<file path="src/rtl/tsc_pkg.sv">
// rtl/tsc_pkg.sv - shared state encoding, width helpers and defaults for tsc_trig_capture
package tsc_pkg;

    typedef enum logic [2:0] {
        ST_IDLE,
        ST_RUN,
        ST_POST,
        ST_HOLD,
        ST_SEND
    } state_t;

    localparam int DEF_DATA_W   = 8;
    localparam int DEF_DEPTH    = 16;
    localparam int DEF_PRE_TRIG = 4;
    localparam int DEF_TS_W     = 32;
    localparam int DEF_NUM_TRIG = 4;

    // $clog2 that never returns zero, so single-entry fields still get one bit
    function automatic int clog2_min1(input int n);
        return (n <= 2) ? 1 : $clog2(n);
    endfunction

    function automatic int chan_w(input int num_trig);
        return clog2_min1(num_trig);
    endfunction

    function automatic int ptr_w(input int depth);
        return clog2_min1(depth);
    endfunction

    // Fill counter must be able to hold the value DEPTH itself
    function automatic int fill_w(input int depth);
        return $clog2(depth + 1);
    endfunction

endpackage

</file>
<file path="src/rtl/tsc_trig_capture_if.sv">
// rtl/tsc_trig_capture_if.sv - readout stream handshake between capture block and host path
interface tsc_trig_capture_if
    import tsc_pkg::*;
#(
    parameter int DATA_W = DEF_DATA_W
) ();

    logic [DATA_W-1:0] rd_data;
    logic              rd_valid;
    logic              rd_ready;
    logic              rd_last;

    modport master (
        output rd_data,
        output rd_valid,
        output rd_last,
        input  rd_ready
    );

    modport slave (
        input  rd_data,
        input  rd_valid,
        input  rd_last,
        output rd_ready
    );

endinterface

</file>
<file path="src/rtl/tsc_ring_mem.sv">
// rtl/tsc_ring_mem.sv - DEPTH x DATA_W sample store, synchronous write, asynchronous read
module tsc_ring_mem
    import tsc_pkg::*;
#(
    parameter int DATA_W = DEF_DATA_W,
    parameter int DEPTH  = DEF_DEPTH,
    localparam int AW    = ptr_w(DEPTH)
) (
    input  logic              clk,
    input  logic              we,
    input  logic [AW-1:0]     waddr,
    input  logic [DATA_W-1:0] wdata,
    input  logic [AW-1:0]     raddr,
    output logic [DATA_W-1:0] rdata
);

    logic [DATA_W-1:0] mem [DEPTH];

    always_ff @(posedge clk) begin
        if (we) begin
            mem[waddr] <= wdata;
        end
    end

    assign rdata = mem[raddr];

endmodule

</file>
<file path="src/rtl/tsc_trig_capture.sv">
// rtl/tsc_trig_capture.sv - pre/post-trigger ring capture with timestamped trigger and streamed readout
module tsc_trig_capture
    import tsc_pkg::*;
#(
    parameter int DATA_W   = DEF_DATA_W,
    parameter int DEPTH    = DEF_DEPTH,
    parameter int PRE_TRIG = DEF_PRE_TRIG,
    parameter int TS_W     = DEF_TS_W,
    parameter int NUM_TRIG = DEF_NUM_TRIG
) (
    input  logic                        clk,
    input  logic                        reset,
    input  logic                        start,
    input  logic                        send_buf,
    input  logic [DATA_W-1:0]           data,
    input  logic [NUM_TRIG-1:0]         trig,
    input  logic [NUM_TRIG-1:0]         trig_mask,
    tsc_trig_capture_if.master          rd,
    output logic                        complete,
    output logic [TS_W-1:0]             trig_time,
    output logic [chan_w(NUM_TRIG)-1:0] trig_chan,
    output logic                        triggered,
    output logic                        armed,
    output logic                        ready
);

    localparam int AW        = ptr_w(DEPTH);
    localparam int FW        = fill_w(DEPTH);
    localparam int CW        = chan_w(NUM_TRIG);
    localparam int POST_LOAD = DEPTH - PRE_TRIG - 1;

    state_t              state;
    logic [AW-1:0]       wr_ptr;
    logic [AW-1:0]       rd_ptr;
    logic [AW-1:0]       rd_cnt;
    logic [AW-1:0]       post;
    logic [FW-1:0]       fill;
    logic [TS_W-1:0]     timer;
    logic [NUM_TRIG-1:0] trig_q;
    logic [NUM_TRIG-1:0] trig_edge;
    logic [CW-1:0]       edge_chan;
    logic                sampling;
    logic                go_run;
    logic                xfer;

    assign sampling  = (state == ST_RUN) || (state == ST_POST);
    assign go_run    = start && ((state == ST_IDLE) || (state == ST_HOLD));
    assign xfer      = rd.rd_valid && rd.rd_ready;
    assign trig_edge = trig & ~trig_q & trig_mask;
    assign armed     = (state == ST_RUN) && (fill >= FW'(PRE_TRIG));

    // Lowest-numbered channel wins when several lines rise together
    always_comb begin
        edge_chan = '0;
        for (int i = NUM_TRIG - 1; i >= 0; i--) begin
            if (trig_edge[i]) begin
                edge_chan = CW'(i);
            end
        end
    end

    tsc_ring_mem #(
        .DATA_W (DATA_W),
        .DEPTH  (DEPTH)
    ) u_mem (
        .clk    (clk),
        .we     (sampling),
        .waddr  (wr_ptr),
        .wdata  (data),
        .raddr  (rd_ptr),
        .rdata  (rd.rd_data)
    );

    always_ff @(posedge clk) begin
        if (reset) begin
            state       <= ST_IDLE;
            ready       <= 1'b1;
            wr_ptr      <= '0;
            rd_ptr      <= '0;
            rd_cnt      <= '0;
            post        <= '0;
            fill        <= '0;
            timer       <= '0;
            trig_q      <= '0;
            rd.rd_valid <= 1'b0;
            rd.rd_last  <= 1'b0;
            complete    <= 1'b0;
            triggered   <= 1'b0;
            trig_time   <= '0;
            trig_chan   <= '0;
        end else begin
            trig_q   <= trig;
            complete <= 1'b0;

            if (sampling) begin
                wr_ptr <= wr_ptr + AW'(1);
                timer  <= timer + TS_W'(1);
                if (fill != FW'(DEPTH)) begin
                    fill <= fill + FW'(1);
                end
            end

            // start outranks send_buf in HOLD
            if (go_run) begin
                state     <= ST_RUN;
                ready     <= 1'b0;
                timer     <= '0;
                wr_ptr    <= '0;
                fill      <= '0;
                triggered <= 1'b0;
            end else begin
                case (state)
                    ST_RUN: begin
                        if (armed && (|trig_edge)) begin
                            trig_time <= timer;
                            trig_chan <= edge_chan;
                            triggered <= 1'b1;
                            post      <= AW'(POST_LOAD);
                            // With PRE_TRIG = DEPTH-1 the trigger sample is also the last one
                            if (POST_LOAD == 0) begin
                                state <= ST_HOLD;
                                ready <= 1'b1;
                            end else begin
                                state <= ST_POST;
                            end
                        end
                    end
                    ST_POST: begin
                        post <= post - AW'(1);
                        if (post == AW'(1)) begin
                            state <= ST_HOLD;
                            ready <= 1'b1;
                        end
                    end
                    ST_HOLD: begin
                        if (send_buf) begin
                            state       <= ST_SEND;
                            ready       <= 1'b0;
                            rd_ptr      <= wr_ptr;
                            rd_cnt      <= '0;
                            rd.rd_valid <= 1'b1;
                            rd.rd_last  <= 1'b0;
                        end
                    end
                    ST_SEND: begin
                        if (xfer) begin
                            rd_ptr     <= rd_ptr + AW'(1);
                            rd_cnt     <= rd_cnt + AW'(1);
                            rd.rd_last <= (rd_cnt == AW'(DEPTH - 2));
                            if (rd.rd_last) begin
                                rd.rd_valid <= 1'b0;
                                rd.rd_last  <= 1'b0;
                                complete    <= 1'b1;
                                state       <= ST_HOLD;
                                ready       <= 1'b1;
                            end
                        end
                    end
                    default: ;
                endcase
            end
        end
    end

endmodule

</file>
<file path="src/flat_wrapper.sv">
// flat-port wrapper written by rule: the top's interface ports become plain ports
module tsc_trig_capture_flat import tsc_pkg::*;
#(
    parameter int DATA_W   = DEF_DATA_W,
    parameter int DEPTH    = DEF_DEPTH,
    parameter int PRE_TRIG = DEF_PRE_TRIG,
    parameter int TS_W     = DEF_TS_W,
    parameter int NUM_TRIG = DEF_NUM_TRIG
)
  (clk, reset, start, send_buf, data, trig, trig_mask, complete, trig_time, trig_chan, triggered, armed, ready, rd_rd_data, rd_rd_valid, rd_rd_last, rd_rd_ready);
  tsc_trig_capture_if #(.DATA_W(DATA_W)) rd_i ();
  input  logic clk;
  input  logic reset;
  input  logic start;
  input  logic send_buf;
  input  logic [DATA_W-1:0] data;
  input  logic [NUM_TRIG-1:0] trig;
  input  logic [NUM_TRIG-1:0] trig_mask;
  output logic complete;
  output logic [TS_W-1:0] trig_time;
  output logic [chan_w(NUM_TRIG)-1:0] trig_chan;
  output logic triggered;
  output logic armed;
  output logic ready;
  output wire logic [$bits(rd_i.rd_data)-1:0] rd_rd_data;
  output wire logic [$bits(rd_i.rd_valid)-1:0] rd_rd_valid;
  output wire logic [$bits(rd_i.rd_last)-1:0] rd_rd_last;
  input wire logic [$bits(rd_i.rd_ready)-1:0] rd_rd_ready;
  assign rd_rd_data = rd_i.rd_data;
  assign rd_rd_valid = rd_i.rd_valid;
  assign rd_rd_last = rd_i.rd_last;
  assign rd_i.rd_ready = rd_rd_ready;
  tsc_trig_capture #(.DATA_W(DATA_W), .DEPTH(DEPTH), .PRE_TRIG(PRE_TRIG), .TS_W(TS_W), .NUM_TRIG(NUM_TRIG)) u_core (.clk(clk), .reset(reset), .start(start), .send_buf(send_buf), .data(data), .trig(trig), .trig_mask(trig_mask), .rd(rd_i), .complete(complete), .trig_time(trig_time), .trig_chan(trig_chan), .triggered(triggered), .armed(armed), .ready(ready));
endmodule
</file>
<file path="config.mk">
export PLATFORM = sky130hd
export DESIGN_NAME = tsc_trig_capture_flat
export DESIGN_NICKNAME = d
export VERILOG_FILES = /design/src/rtl/tsc_pkg.sv /design/src/rtl/tsc_trig_capture_if.sv /design/src/rtl/tsc_ring_mem.sv /design/src/rtl/tsc_trig_capture.sv /design/src/flat_wrapper.sv
export SDC_FILE = /design/constraint.sdc
export NUM_CORES = 1
export LEC_CHECK = 0
export ABC_AREA = 1
export CORE_MARGIN = 2
export CORE_UTILIZATION = 30
export DETAILED_ROUTE_END_ITERATION = 12
export SLEW_MARGIN = 25
export SYNTH_ARGS = -nofsm -noshare
export SYNTH_HDL_FRONTEND = slang
export SYNTH_SLANG_ARGS = --single-unit
</file>
<file path="constraint.sdc">
create_clock -name clk -period 3.7 [get_ports clk]
set_input_delay 1.11 -clock clk [delete_from_list [all_inputs] [get_ports clk]]
set_output_delay 1.11 -clock clk [all_outputs]
set_load 0.01 [all_outputs]
</file>
==> impl_summary.log, run 1 <==
[metrics] largest net degree at the start of global routing: 66
[metrics] Logic pwr share: 21.1%
[metrics] die extent in x: 188 µm
[metrics] kind of start point of the critical path: register
[metrics] flip-flop and latch count after synthesis: 231
[metrics] Clock Latency Late Sink: 530 ps
[metrics] crit path setup slack, layout: 159 ps
[metrics] mux contribution to synthesized area: 3.16%
[metrics] crit end category: primary output
[metrics] number of cells traversed by the worst register-to-register path: 5
[metrics] all-layer global routing usage: 13.2%
[metrics] Placed Instances: 1526
[metrics] critical path's slowest cell: sky130_fd_sc_hd__dfxtp_1
[metrics] final count of pins violating max slew: 0
[metrics] number of cells on the critical path: 7
[metrics] Core Region: 33400 µm²
[metrics] RePlAce Congestion: 0.836
[metrics] hold-fix buffer count after cts: 0
[metrics] sequence of cells on the critical path: buf_6, a21oi_1, o21ai_0, o21ai_0, o211ai_1, nand2_1, clkdlybuf4s50_1
[metrics] worst min path class: register to register
[metrics] main combinational cell family by area after synthesis: simple AND/OR/NAND/NOR gates
[metrics] Synth Instances: 1042
[metrics] total negative slack for setup checks: 0 ps
[metrics] initial antenna violation count: 0
[metrics] parity-gate share of the synthesized area counting xor and xnor cells: 0.519%
[metrics] DRC viols: 0
[metrics] # Max-Cap Violations: 0
[metrics] commonest register cell after synthesis: sky130_fd_sc_hd__edfxtp_1
[metrics] count of different cell masters after synthesis: 46
[metrics] Fin Clk Skew: 15.1 ps
[metrics] Syn-to-layout area delta: 20.7%
[metrics] compound-cell area share of the yosys netlist: 13.2%
[metrics] placed wire-length estimate: 15400 µm
[metrics] critical-path maximum fanout: 32
[metrics] power consumption: 6.99 mW
[metrics] fraction of registers with async set or reset after synthesis: 0%
[metrics] Area contributors post-synth: sky130_fd_sc_hd__edfxtp_1 (38%), sky130_fd_sc_hd__dfxtp_1 (20%), sky130_fd_sc_hd__nand2_1 (6.0%), sky130_fd_sc_hd__a21oi_1 (5.2%), sky130_fd_sc_hd__o21ai_0 (4.0%)
[metrics] post-synthesis cell area: 10100 µm²
[metrics] internal power: 4.92 mW
[metrics] number of buffers and inverters on the critical path: 2
[metrics] crit path DAT: 2430 ps
[metrics] Rel. slew slack: 33.4%
[metrics] count of cells along the worst hold path: 2
[metrics] clock tree from TritonCTS: built
[metrics] Worst Max-Slew Pin Slew: 996 ps
[metrics] largest area contributor in the synthesized netlist: sky130_fd_sc_hd__edfxtp_1
[metrics] remaining antenna violation count: 0
[metrics] DR pass1 iterations: 5
[metrics] number of cells in the finished layout apart from fillers: 1579
[metrics] ratio of routed vias to standard cells: 4.68
[metrics] Mapped Nets: 1075
[metrics] net switching component of the power: 2.07 mW
[metrics] htree depth: 1
[metrics] minimum setup slack after placement: 444 ps
[metrics] post-synthesis area per instance: 9.72 µm²
[metrics] WL final: 23600 µm
[metrics] result of the run: complete, no violations
[metrics] most frequent cell on the critical path: sky130_fd_sc_hd__o21ai_0
[metrics] LEAKAGE: 4.25 nW
[metrics] number of sinks on the clock net: 231
[metrics] biggest cell delay along the critical path: 510 ps
[metrics] fraction of layout cells with a size suffix above 1: 10.4%
[metrics] vias after detailed routing: 7384
[metrics] hold violation count in the final report: 0
[metrics] I/O pin total: 69
[metrics] Layout Nets: 1145
[metrics] final critical delay including setup and external delays: 3540 ps
[metrics] gr ovfl total: 0
[metrics] number of warnings printed during yosys synthesis: 0
[metrics] number of buffers created by CTS: 25
[metrics] vias in the first global route: 7351
[metrics] number of flops mapped to enable cells by yosys: 128
[metrics] die extent in y: 188 µm
[metrics] most numerous cell in the Yosys netlist: sky130_fd_sc_hd__nand2_1
[metrics] share of total power in the clock network: 36.7%
[metrics] Largest delay share family, worst path: buffers and inverters
[metrics] wire length per cell: 14.9 µm
[metrics] sequential-to-total area share from yosys stat: 58.3%
[metrics] final worst-path cycle share: 95.7%
[metrics] switching power as a share of total power: 29.6%
[metrics] clock-pin slew of the registers on the worst-case setup and hold paths: 60 ps
[metrics] post-route worst hold slack: 478 ps
[metrics] final setup violation count: 0
[metrics] simple logic cell fraction of the synthesized area: 16.7%
[metrics] area share of fa/ha/maj cells after synthesis: 1.48%
[metrics] most instantiated cells after synthesis: sky130_fd_sc_hd__nand2_1 (163), sky130_fd_sc_hd__edfxtp_1 (128), sky130_fd_sc_hd__a21oi_1 (106), sky130_fd_sc_hd__inv_1 (104), sky130_fd_sc_hd__dfxtp_1 (103)
[metrics] part of the total power dissipated in sequential elements: 42.2%
[metrics] diode count: 0
[metrics] root buf cell: sky130_fd_sc_hd__clkbuf_16
[metrics] Critical Path RT: 2590 ps
[metrics] wire length of the first global-routing pass: 38200 µm
[metrics] share of the synthesized area in the top cell type: 37.9%
[metrics] critical path start-end classification: register to primary output
[metrics] FMAX: 0.282 GHz
[metrics] Port-buffer cells: 68
[metrics] areal power density over the cells: 572 nW/µm²
[metrics] worst-case clock buffer depth: 3
[metrics] maximum vdd ir drop: 0.332 mV
[metrics] Initial Util: 30.4%
[metrics] Die Footprint: 35300 µm²
[metrics] # rows: 67
[metrics] DRC marker count from the first detailed-route iteration: 497
[metrics] setup repair after global routing missed its margin: no
-- sequential cells by signal (all words and copies together), names as in the netlist, named ones only --
signal,count
u_core.rd_ptr,4
u_core.complete,1
u_core.trig_time,32
u_core.wr_ptr,4
u_core.rd.rd_last,1
u_core.u_mem.mem,128
u_core.fill,5
u_core.post,4
u_core.trig_chan,2
u_core.ready,1
u_core.triggered,1
u_core.rd_cnt,4
u_core.trig_q,4
u_core.state,3
u_core.timer,32
u_core.rd.rd_valid,1
-- tightest hold or removal path: stages (launching register included) --
cell and delay [ps]:
sky130_fd_sc_hd__dfxtp_1 320, sky130_fd_sc_hd__nand2_1 60, sky130_fd_sc_hd__a21oi_1 50
-- worst paths after layout --
path / start / end / slack [ps]
worst max-delay path: register / rd_rd_data[4] / 160
worst min-delay path: u_core.timer[6] / u_core.timer[6] / 480
worst min register to register: u_core.timer[6] / u_core.timer[6] / 480
worst max register to register: u_core.state[1] / u_core.u_mem.mem[13][2] / 1610
-- cells in the final DEF (no fill, tap or decap), types with 4 or more instances in the layout --
master	n
sky130_fd_sc_hd__a211oi_1	4
sky130_fd_sc_hd__a21oi_1	106
sky130_fd_sc_hd__buf_4	11
sky130_fd_sc_hd__clkbuf_16	27
sky130_fd_sc_hd__clkbuf_8	6
sky130_fd_sc_hd__clkdlybuf4s50_1	68
sky130_fd_sc_hd__clkinv_2	7
sky130_fd_sc_hd__clkinvlp_4	5
sky130_fd_sc_hd__dfxtp_1	102
sky130_fd_sc_hd__edfxtp_1	128
sky130_fd_sc_hd__ha_1	12
sky130_fd_sc_hd__inv_1	103
sky130_fd_sc_hd__inv_2	11
sky130_fd_sc_hd__mux2i_1	32
sky130_fd_sc_hd__nand2_1	163
sky130_fd_sc_hd__nand2_2	8
sky130_fd_sc_hd__nand2_4	4
sky130_fd_sc_hd__nand3_1	46
sky130_fd_sc_hd__nand3_2	4
sky130_fd_sc_hd__nand4_1	8
sky130_fd_sc_hd__nor2_1	84
sky130_fd_sc_hd__nor3_1	17
sky130_fd_sc_hd__nor3_2	7
sky130_fd_sc_hd__o211ai_1	32
sky130_fd_sc_hd__o21ai_0	80
sky130_fd_sc_hd__o21ai_1	13
sky130_fd_sc_hd__xor2_1	5
-- power by group through the flow --
stage	combinational (mW)	sequential, mW	clock, mW
finish	1.48	2.95	2.56
detailed placement	1.41	3.02	0
global route	1.66	2.96	2.72
CTS	1.45	2.96	2.62
global placement	1.39	3.01	0
floorplan	0.993	2.95	0
-- per-layer routing --
| metal | GRT usage (%) | up-vias | wire length (µm) |
|---|---|---|---|
| met5 | 0 | - | 0 |
| met4 | 2.88 | 0 | 415 |
| met3 | 2.04 | 25 | 932 |
| met2 | 22.4 | 142 | 11000 |
| met1 | 17.9 | 3499 | 11200 |
| li1 | - | 3718 | - |
-- area by class of cell --
type / instances / area [µm²]
Fill cell: 3398 / 21100
Sequential cell: 231 / 5910
Multi-Input combinational cell: 651 / 3550
Timing Repair Buffer: 85 / 873
Clock buffer: 33 / 758
Tap cell: 448 / 561
Inverter: 117 / 445
Clock inverter: 13 / 116
Timing Repair inverter: 1 / 7.51
-- cell families after synthesis --
kind of cell	count (synthesis)
buffers and inverters	160
flip-flops	231
adder cells (fa/ha/maj)	12
AO/OA/AOI/OAI	242
XOR/XNOR	6
multiplexers	32
AND/OR/NAND/NOR	359
-- through the flow --
step	area, µm²	utilization (%)
floorplan	10100	-
global placement	11300	33.7
detailed placement	11300	33.7
CTS	12200	36.5
global route	12200	36.6
finish	12200	36.6
-- what timing repair did --
action                     in CTS  in global routing
pin swaps                       0                  0
cloned                          1                  0
setup endpoints to repair       8                  8
resized for setup               2                  1
buffers inserted                1                  5
No activity file was read; power rests on OpenSTA's default activity.
==> run 2, diff against run 1 <==
Clock period 3.7 ns to 4.4 ns, I/O delays scaled along.
==> run 2 against run 1 <==
  * Critical path depth fell by 1
  * Die area did not move
  * Highest routed layer unchanged
  * Combinational power fell by 22%
  * Largest cell class unchanged
  * Flip-flop and latch count did not move
==> impl_summary.log, run 2 (synthesis gave the netlist of run 1 again) <==
[metrics] root buf cell: sky130_fd_sc_hd__clkbuf_16
[metrics] maximum vdd ir drop: 0.260 mV (-22%)
[metrics] Critical Path RT: 3080 ps (+490 ps)
[metrics] largest net degree at the start of global routing: 66 (unchanged)
[metrics] clock tree from TritonCTS: built
[metrics] cells resized by post-CTS repair: 0 (-2)
[metrics] part of the total power dissipated in sequential elements: 44.2% (+2.0 points)
[metrics] WHS Endpoint: u_core.timer[13]
[metrics] most used cells in the layout excluding fill and tap cells: sky130_fd_sc_hd__nand2_1 (163), sky130_fd_sc_hd__edfxtp_1 (128), sky130_fd_sc_hd__a21oi_1 (106)
[metrics] RePlAce Congestion: 0.844 (+0.92%)
[metrics] worst reg2reg endpoint: u_core.u_mem.mem[5][0]
[metrics] register name with the most flops: u_core.u_mem.mem
[metrics] initial antenna violation count: 0 (unchanged)
[metrics] wire length of the first global-routing pass: 38200 µm (about the same)
[metrics] areal power density over the cells: 472 nW/µm² (-17%)
[metrics] final setup violation count: 0 (unchanged)
[metrics] switching power as a share of total power: 29.4% (-0.21 points)
[metrics] all-layer global routing usage: 13.3% (+0.027 points)
[metrics] worst-case clock buffer depth: 3 (unchanged)
[metrics] biggest registers after layout: u_core.u_mem.mem: 128 flops, u_core.timer: 32 flops, u_core.trig_time: 32 flops
[metrics] gr ovfl total: 0 (unchanged)
[metrics] DRC marker count from the first detailed-route iteration: 484 (-2.6%)
[metrics] critical path's slowest cell: sky130_fd_sc_hd__dfxtp_4
[metrics] number of buffers created by CTS: 25 (unchanged)
[metrics] Worst Max-Slew Pin Slew: 1000 ps (+6.88 ps)
[metrics] wire length per cell: 15.2 µm (+1.9%)
[metrics] Worst Hold Launch: u_core.timer[13]
[metrics] FMAX: 0.250 GHz
[metrics] share of total power in the clock network: 35.5% (-1.2 points)
[metrics] crit path DAT: 2680 ps (+250 ps)
[metrics] number of cells traversed by the worst register-to-register path: 5 (unchanged)
[metrics] Port-buffer cells: 68 (unchanged)
[metrics] kind of start point of the critical path: register
[metrics] Logic pwr share: 20.4% (-0.7 points)
[metrics] Die Footprint: 35300 µm² (unchanged)
[metrics] clock-pin slew of the registers on the worst-case setup and hold paths: 60 ps (about the same)
[metrics] biggest cell delay along the critical path: 800 ps (+290 ps)
[metrics] I/O pin total: 69 (unchanged)
[metrics] final worst-path cycle share: 90.9%
[metrics] # Max-Cap Violations: 0 (unchanged)
[metrics] Fin Clk Skew: 17.1 ps (+2.04 ps)
[metrics] internal power: 3.99 mW (-19%)
[metrics] worst min path class: register to register
[metrics] number of sinks on the clock net: 231 (unchanged)
[metrics] vias after detailed routing: 7480 (+1.3%)
[metrics] remaining antenna violation count: 0 (unchanged)
[metrics] setup repair after global routing missed its margin: no
[metrics] die extent in x: 188 µm (unchanged)
[metrics] result of the run: complete, no violations
[metrics] Clock Latency Late Sink: 520 ps (about the same)
[metrics] Largest delay share family, worst path: buffers and inverters
[metrics] sequence of cells on the critical path: buf_12, mux2i_1, o211ai_1, o211ai_1, nand2_1, clkdlybuf4s50_1
[metrics] count of cells along the worst hold path: 2 (unchanged)
[metrics] net switching component of the power: 1.66 mW (-20%)
[metrics] diode count: 0 (unchanged)
[metrics] die extent in y: 188 µm (unchanged)
[metrics] Core Region: 33400 µm² (unchanged)
[metrics] setup slack, reg-to-reg: 1760 ps (+150 ps)
[metrics] crit end category: primary output
[metrics] WL final: 23800 µm (+1.0%)
[metrics] placed wire-length estimate: 15900 µm (+3.1%)
[metrics] core occupancy in the finished layout: 35.9% (-0.74 points)
[metrics] ratio of routed vias to standard cells: 4.78 (+2.1%)
[metrics] DR pass1 iterations: 5 (unchanged)
[metrics] Layout Nets: 1133 (-1.0%)
[metrics] # rows: 67 (unchanged)
[metrics] Syn-to-layout area delta: 18.2%
[metrics] Initial Util: 30.4% (unchanged)
[metrics] fraction of layout cells with a size suffix above 1: 8.23% (-2.2 points)
[metrics] setup repair bufs after CTS: 0 (-1)
[metrics] critical-path maximum fanout: 60 (+88%)
[metrics] htree depth: 1 (unchanged)
[metrics] hold violation count in the final report: 0 (unchanged)
[metrics] vias in the first global route: 7253 (-1.3%)
[metrics] most common cell after layout, fill and taps aside: sky130_fd_sc_hd__nand2_1
[metrics] Rel. slew slack: 32.9% (-0.46 points)
[metrics] number of buffers and inverters on the critical path: 2 (unchanged)
[metrics] LEAKAGE: 4.12 nW (-2.9%)
[metrics] number of flip-flops under the largest register name: 128 (unchanged)
[metrics] r2r startpoint: u_core.state[1]
[metrics] final critical delay including setup and external delays: 4000 ps
[metrics] critical path start-end classification: register to primary output
[metrics] final count of pins violating max slew: 0 (unchanged)
[metrics] hold-fix buffer count after cts: 0 (unchanged)
[metrics] DRC viols: 0 (unchanged)
[metrics] total negative slack for setup checks: 0 ps (unchanged)
[metrics] most frequent cell on the critical path: sky130_fd_sc_hd__o211ai_1
-- run 2: cell count changes in the layout (fill, tap and decap cells not counted), moves of 2 or more --
cell                         delta
sky130_fd_sc_hd__buf_4          -6
sky130_fd_sc_hd__buf_12         -2
sky130_fd_sc_hd__clkbuf_1      +11
sky130_fd_sc_hd__clkinv_2       -3
sky130_fd_sc_hd__clkinvlp_4     -5
sky130_fd_sc_hd__clkbuf_8       -4
sky130_fd_sc_hd__buf_6          -2
-- run 2: final cells by class --
type	count	area, µm²
Clock buffer	39	719
Sequential cell	231	5910
Tap cell	448	561
Multi-Input combinational cell	651	3550
Clock inverter	6	53.8
Fill cell	3443	21400
Inverter	117	442
Timing Repair Buffer	74	738
-- run 2: worst max path at each step --
stage,slack (ps),from,cells past startpoint,endpoint
final,400,register,6,rd_rd_data[3]
after global routing,230,register,6,rd_rd_data[3]
after CTS,390,register,6,rd_rd_data[3]
after detailed placement,950,register,6,rd_rd_data[3]
after global placement,950,register,6,rd_rd_data[3]
after floorplan,1850,register,8,rd_rd_data[4]
-- run 2: per-stage QoR --
| stage | hold WS (ps) | power, mW | worst slack (ps) | instances | instance area, µm² |
|---|---|---|---|---|---|
| finish | 480 | 5.65 | 401 | 1566 | 12000 |
| global route | 507 | 5.94 | 233 | 1566 | 12000 |
| global placement | 462 | 3.68 | 946 | 1521 | 11200 |
| CTS | 485 | 5.71 | 394 | 1566 | 12000 |
| detailed placement | 470 | 3.70 | 954 | 1521 | 11200 |
| floorplan | 454 | 3.32 | 1850 | 1042 | 10100 |
-- run 2: layer usage --
metal | global-route usage, % | part of all wire [%]
met1 | 18.0 | 47
met2 | 22.1 | 46
met3 | 1.93 | 4.9
met4 | 3.63 | 2.3
met5 | 0 | 0
-- run 2: worst register-to-register path, cell delays in order, from the launching register on --
cell and delay, ps:
sky130_fd_sc_hd__dfxtp_1 360, sky130_fd_sc_hd__inv_2 100, sky130_fd_sc_hd__nand3_2 130, sky130_fd_sc_hd__nand2_2 510, sky130_fd_sc_hd__nand2_1 310, sky130_fd_sc_hd__nor2_1 840
-- run 2: power groups by stage --
stage          registers (mW)  clock network, mW  logic (mW)
3_3_place_gp             2.54                  0        1.15
5_1_grt                  2.51               2.14        1.29
4_1_cts                  2.49               2.05        1.16
6_report                 2.50               2.01        1.15
3_5_place_dp             2.54                  0        1.16
2_1_floorplan            2.48                  0       0.835
==> run 3, diff against run 2 <==
Settings changed: CORE_MARGIN 2 to unset.
==> run 3 against run 2 <==
  * Clock skew fell by 1.0 ps
  * Register-to-register slack improved by 20 ps
  * Critical path depth rose by 1
  * Worst setup slack improved by 71 ps
  * Total power rose by 2.6%
  * Wire length barely moved
  * Sequential power barely moved
  * Cell count fell by 0.13%
  * Flip-flop and latch count did not move
  * First-iteration DRC count fell by 4.1%
  * Clock power rose by 5%
  * Via count fell by 0.86%
  * Largest cell class unchanged
  * Largest power group unchanged
==> impl_summary.log, run 3 (synthesis gave the netlist of run 1 again) <==
[metrics] result of the run: complete, no violations
[metrics] worst-case clock buffer depth: 3 (unchanged)
[metrics] GR Util met3: 1.98% (+0.048 points)
[metrics] wire length of the first global-routing pass: 37600 µm (-1.6%)
[metrics] gr ovfl total: 0 (unchanged)
[metrics] met1 capacity usage during global routing: 18.7% (+0.65 points)
[metrics] setup repair after global routing missed its margin: no
[metrics] Worst Max-Slew Pin Slew: 898 ps (-105 ps)
[metrics] Critical Path RT: 3080 ps (about the same)
[metrics] hold violation count in the final report: 0 (unchanged)
[metrics] die extent in x: 186 µm (-1.1%)
[metrics] die extent in y: 186 µm (-1.1%)
[metrics] kind of start point of the critical path: register
[metrics] post-route worst hold slack: 479 ps (-1.77 ps)
[metrics] I/O pin total: 69 (unchanged)
[metrics] Initial Util: 30.8% (+0.46 points)
[metrics] minimum setup slack after placement: 985 ps (+31.0 ps)
[metrics] clock-pin slew of the registers on the worst-case setup and hold paths: 60 ps (about the same)
[metrics] number of cells in the finished layout apart from fillers: 1564 (-0.13%)
[metrics] diode count: 0 (unchanged)
[metrics] Layout Nets: 1136 (+0.26%)
[metrics] largest net degree at the start of global routing: 65 (-1.5%)
[metrics] Clock Latency Late Sink: 520 ps (about the same)
[metrics] biggest registers after layout: u_core.u_mem.mem: 128 flops, u_core.timer: 32 flops, u_core.trig_time: 32 flops
[metrics] Fin Clk Skew: 16.1 ps (-1.02 ps)
[metrics] LEAKAGE: 4.18 nW (+1.4%)
[metrics] htree depth: 1 (unchanged)
[metrics] register name with the most flops: u_core.u_mem.mem
[metrics] power consumption: 5.80 mW (+2.6%)
[metrics] hold-fix buffer count after cts: 0 (unchanged)
[metrics] number of flip-flops under the largest register name: 128 (unchanged)
[metrics] internal power: 4.09 mW (+2.5%)
[metrics] final standard cell area without fillers: 12100 µm² (+0.74%)
[metrics] FMAX: 0.255 GHz (+1.8%)
[metrics] placed wire-length estimate: 15900 µm (+0.24%)
[metrics] final critical delay including setup and external delays: 3930 ps (-71.4 ps)
[metrics] post-detailed-placement cell area: 11200 µm² (about the same)
[metrics] switching power as a share of total power: 29.4% (about the same)
[metrics] share of total power in the clock network: 36.6% (+1.1 points)
[metrics] RePlAce Congestion: 0.819 (-2.9%)
[metrics] DRC viols: 0 (unchanged)
[metrics] setup repair bufs after CTS: 0 (unchanged)
[metrics] WL final: 23800 µm (about the same)
[metrics] final worst-path cycle share: 89.3% (-1.6 points)
[metrics] critical path start-end classification: register to primary output
[metrics] worst min path class: register to register
[metrics] areal power density over the cells: 481 nW/µm² (+1.8%)
[metrics] final setup violation count: 0 (unchanged)
[metrics] remaining antenna violation count: 0 (unchanged)
[metrics] root buf cell: sky130_fd_sc_hd__clkbuf_16
[metrics] Die Footprint: 34500 µm² (-2.1%)
[metrics] DR pass1 iterations: 5 (unchanged)
[metrics] # Max-Cap Violations: 0 (unchanged)
[metrics] most used cells in the layout excluding fill and tap cells: sky130_fd_sc_hd__nand2_1 (163), sky130_fd_sc_hd__edfxtp_1 (128), sky130_fd_sc_hd__a21oi_1 (106)
[metrics] GR Layer Usage met2: 23.3% (+1.3 points)
[metrics] most heavily used metal layer in global routing: met2
[metrics] crit path setup slack, layout: 472 ps (+71.4 ps)
[metrics] wire length per cell: 15.2 µm (+0.14%)
[metrics] critical-path maximum fanout: 64 (+6.7%)
[metrics] DRC marker count from the first detailed-route iteration: 464 (-4.1%)
[metrics] cells resized by post-CTS repair: 0 (unchanged)
[metrics] net switching component of the power: 1.71 mW (+2.6%)
[metrics] Port-buffer cells: 68 (unchanged)
[metrics] Logic pwr share: 20.7% (+0.3 points)
[metrics] Placed Instances: 1517 (-0.26%)
[metrics] vias in the first global route: 7039 (-3.0%)
[metrics] final count of pins violating max slew: 0 (unchanged)
[metrics] fraction of layout cells with a size suffix above 1: 9.00% (+0.77 points)
[metrics] clock tree from TritonCTS: built
[metrics] crit path DAT: 2610 ps (-70 ps)
[metrics] # rows: 66 (-1.5%)
[metrics] Rel. slew slack: 39.9% (+7.0 points)
[metrics] all-layer global routing usage: 13.8% (+0.57 points)
[metrics] total negative slack for setup checks: 0 ps (unchanged)
[metrics] initial antenna violation count: 0 (unchanged)
[metrics] number of buffers created by CTS: 26 (+4.0%)
[metrics] most common cell after layout, fill and taps aside: sky130_fd_sc_hd__nand2_1
[metrics] crit end category: primary output
[metrics] number of sinks on the clock net: 231 (unchanged)
[metrics] maximum vdd ir drop: 0.269 mV (+3.4%)
[metrics] ratio of routed vias to standard cells: 4.74 (-0.73%)
[metrics] Syn-to-layout area delta: 19.1%
[metrics] core occupancy in the finished layout: 36.7% (+0.81 points)
[metrics] Core Region: 32900 µm² (-1.5%)
[metrics] vias after detailed routing: 7416 (-0.86%)
[metrics] part of the total power dissipated in sequential elements: 42.7% (-1.5 points)
-- run 3: changes by cell type in the layout (fill, tap and decap cells not counted) --
cell	before	now
sky130_fd_sc_hd__clkbuf_1	11	7
sky130_fd_sc_hd__buf_4	5	7
sky130_fd_sc_hd__clkbuf_16	26	28
sky130_fd_sc_hd__inv_8	0	1
sky130_fd_sc_hd__clkbuf_8	2	7
sky130_fd_sc_hd__clkinv_1	2	1
sky130_fd_sc_hd__bufinv_16	1	0
-- run 3: area by class of cell --
type	instances	area [µm²]
Clock buffer	42	823
Clock inverter	5	31.3
Fill cell	3333	20800
Inverter	117	442
Multi-Input combinational cell	651	3550
Sequential cell	231	5910
Tap cell	442	553
Timing Repair Buffer	76	753
-- run 3: per-layer routing --
| metal | vias up | wire [µm] |
|---|---|---|
| met5 | - | 0 |
| met4 | 0 | 383 |
| met3 | 24 | 1110 |
| met2 | 182 | 11100 |
| met1 | 3515 | 11200 |
| li1 | 3695 | - |
-- run 3: power groups by stage --
stage                     Sequential [mW]  Combinational (mW)  Clock (mW)
after floorplan                      2.48               0.835           0
after global placement               2.52                1.19           0
after detailed placement             2.52                1.20           0
final                                2.48                1.20        2.12
after global routing                 2.49                1.34        2.24
after CTS                            2.48                1.21        2.17
-- run 3: critical path: stages (launching register included) --
cell	delay, ps
sky130_fd_sc_hd__dfxtp_4	600
sky130_fd_sc_hd__buf_12	330
sky130_fd_sc_hd__a21oi_1	110
sky130_fd_sc_hd__o21ai_0	90
sky130_fd_sc_hd__o21ai_0	150
sky130_fd_sc_hd__o211ai_1	190
sky130_fd_sc_hd__nand2_1	80
sky130_fd_sc_hd__clkdlybuf4s50_1	480
-- run 3: path summary, 6_finish.rpt --
path,start,to,slack (ps),cells after the start
min,u_core.ready,u_core.ready,480,2
max,register,rd_rd_data[6],470,7
max reg2reg,u_core.state[1],u_core.u_mem.mem[7][3],1780,5
min reg2reg,u_core.ready,u_core.ready,480,2
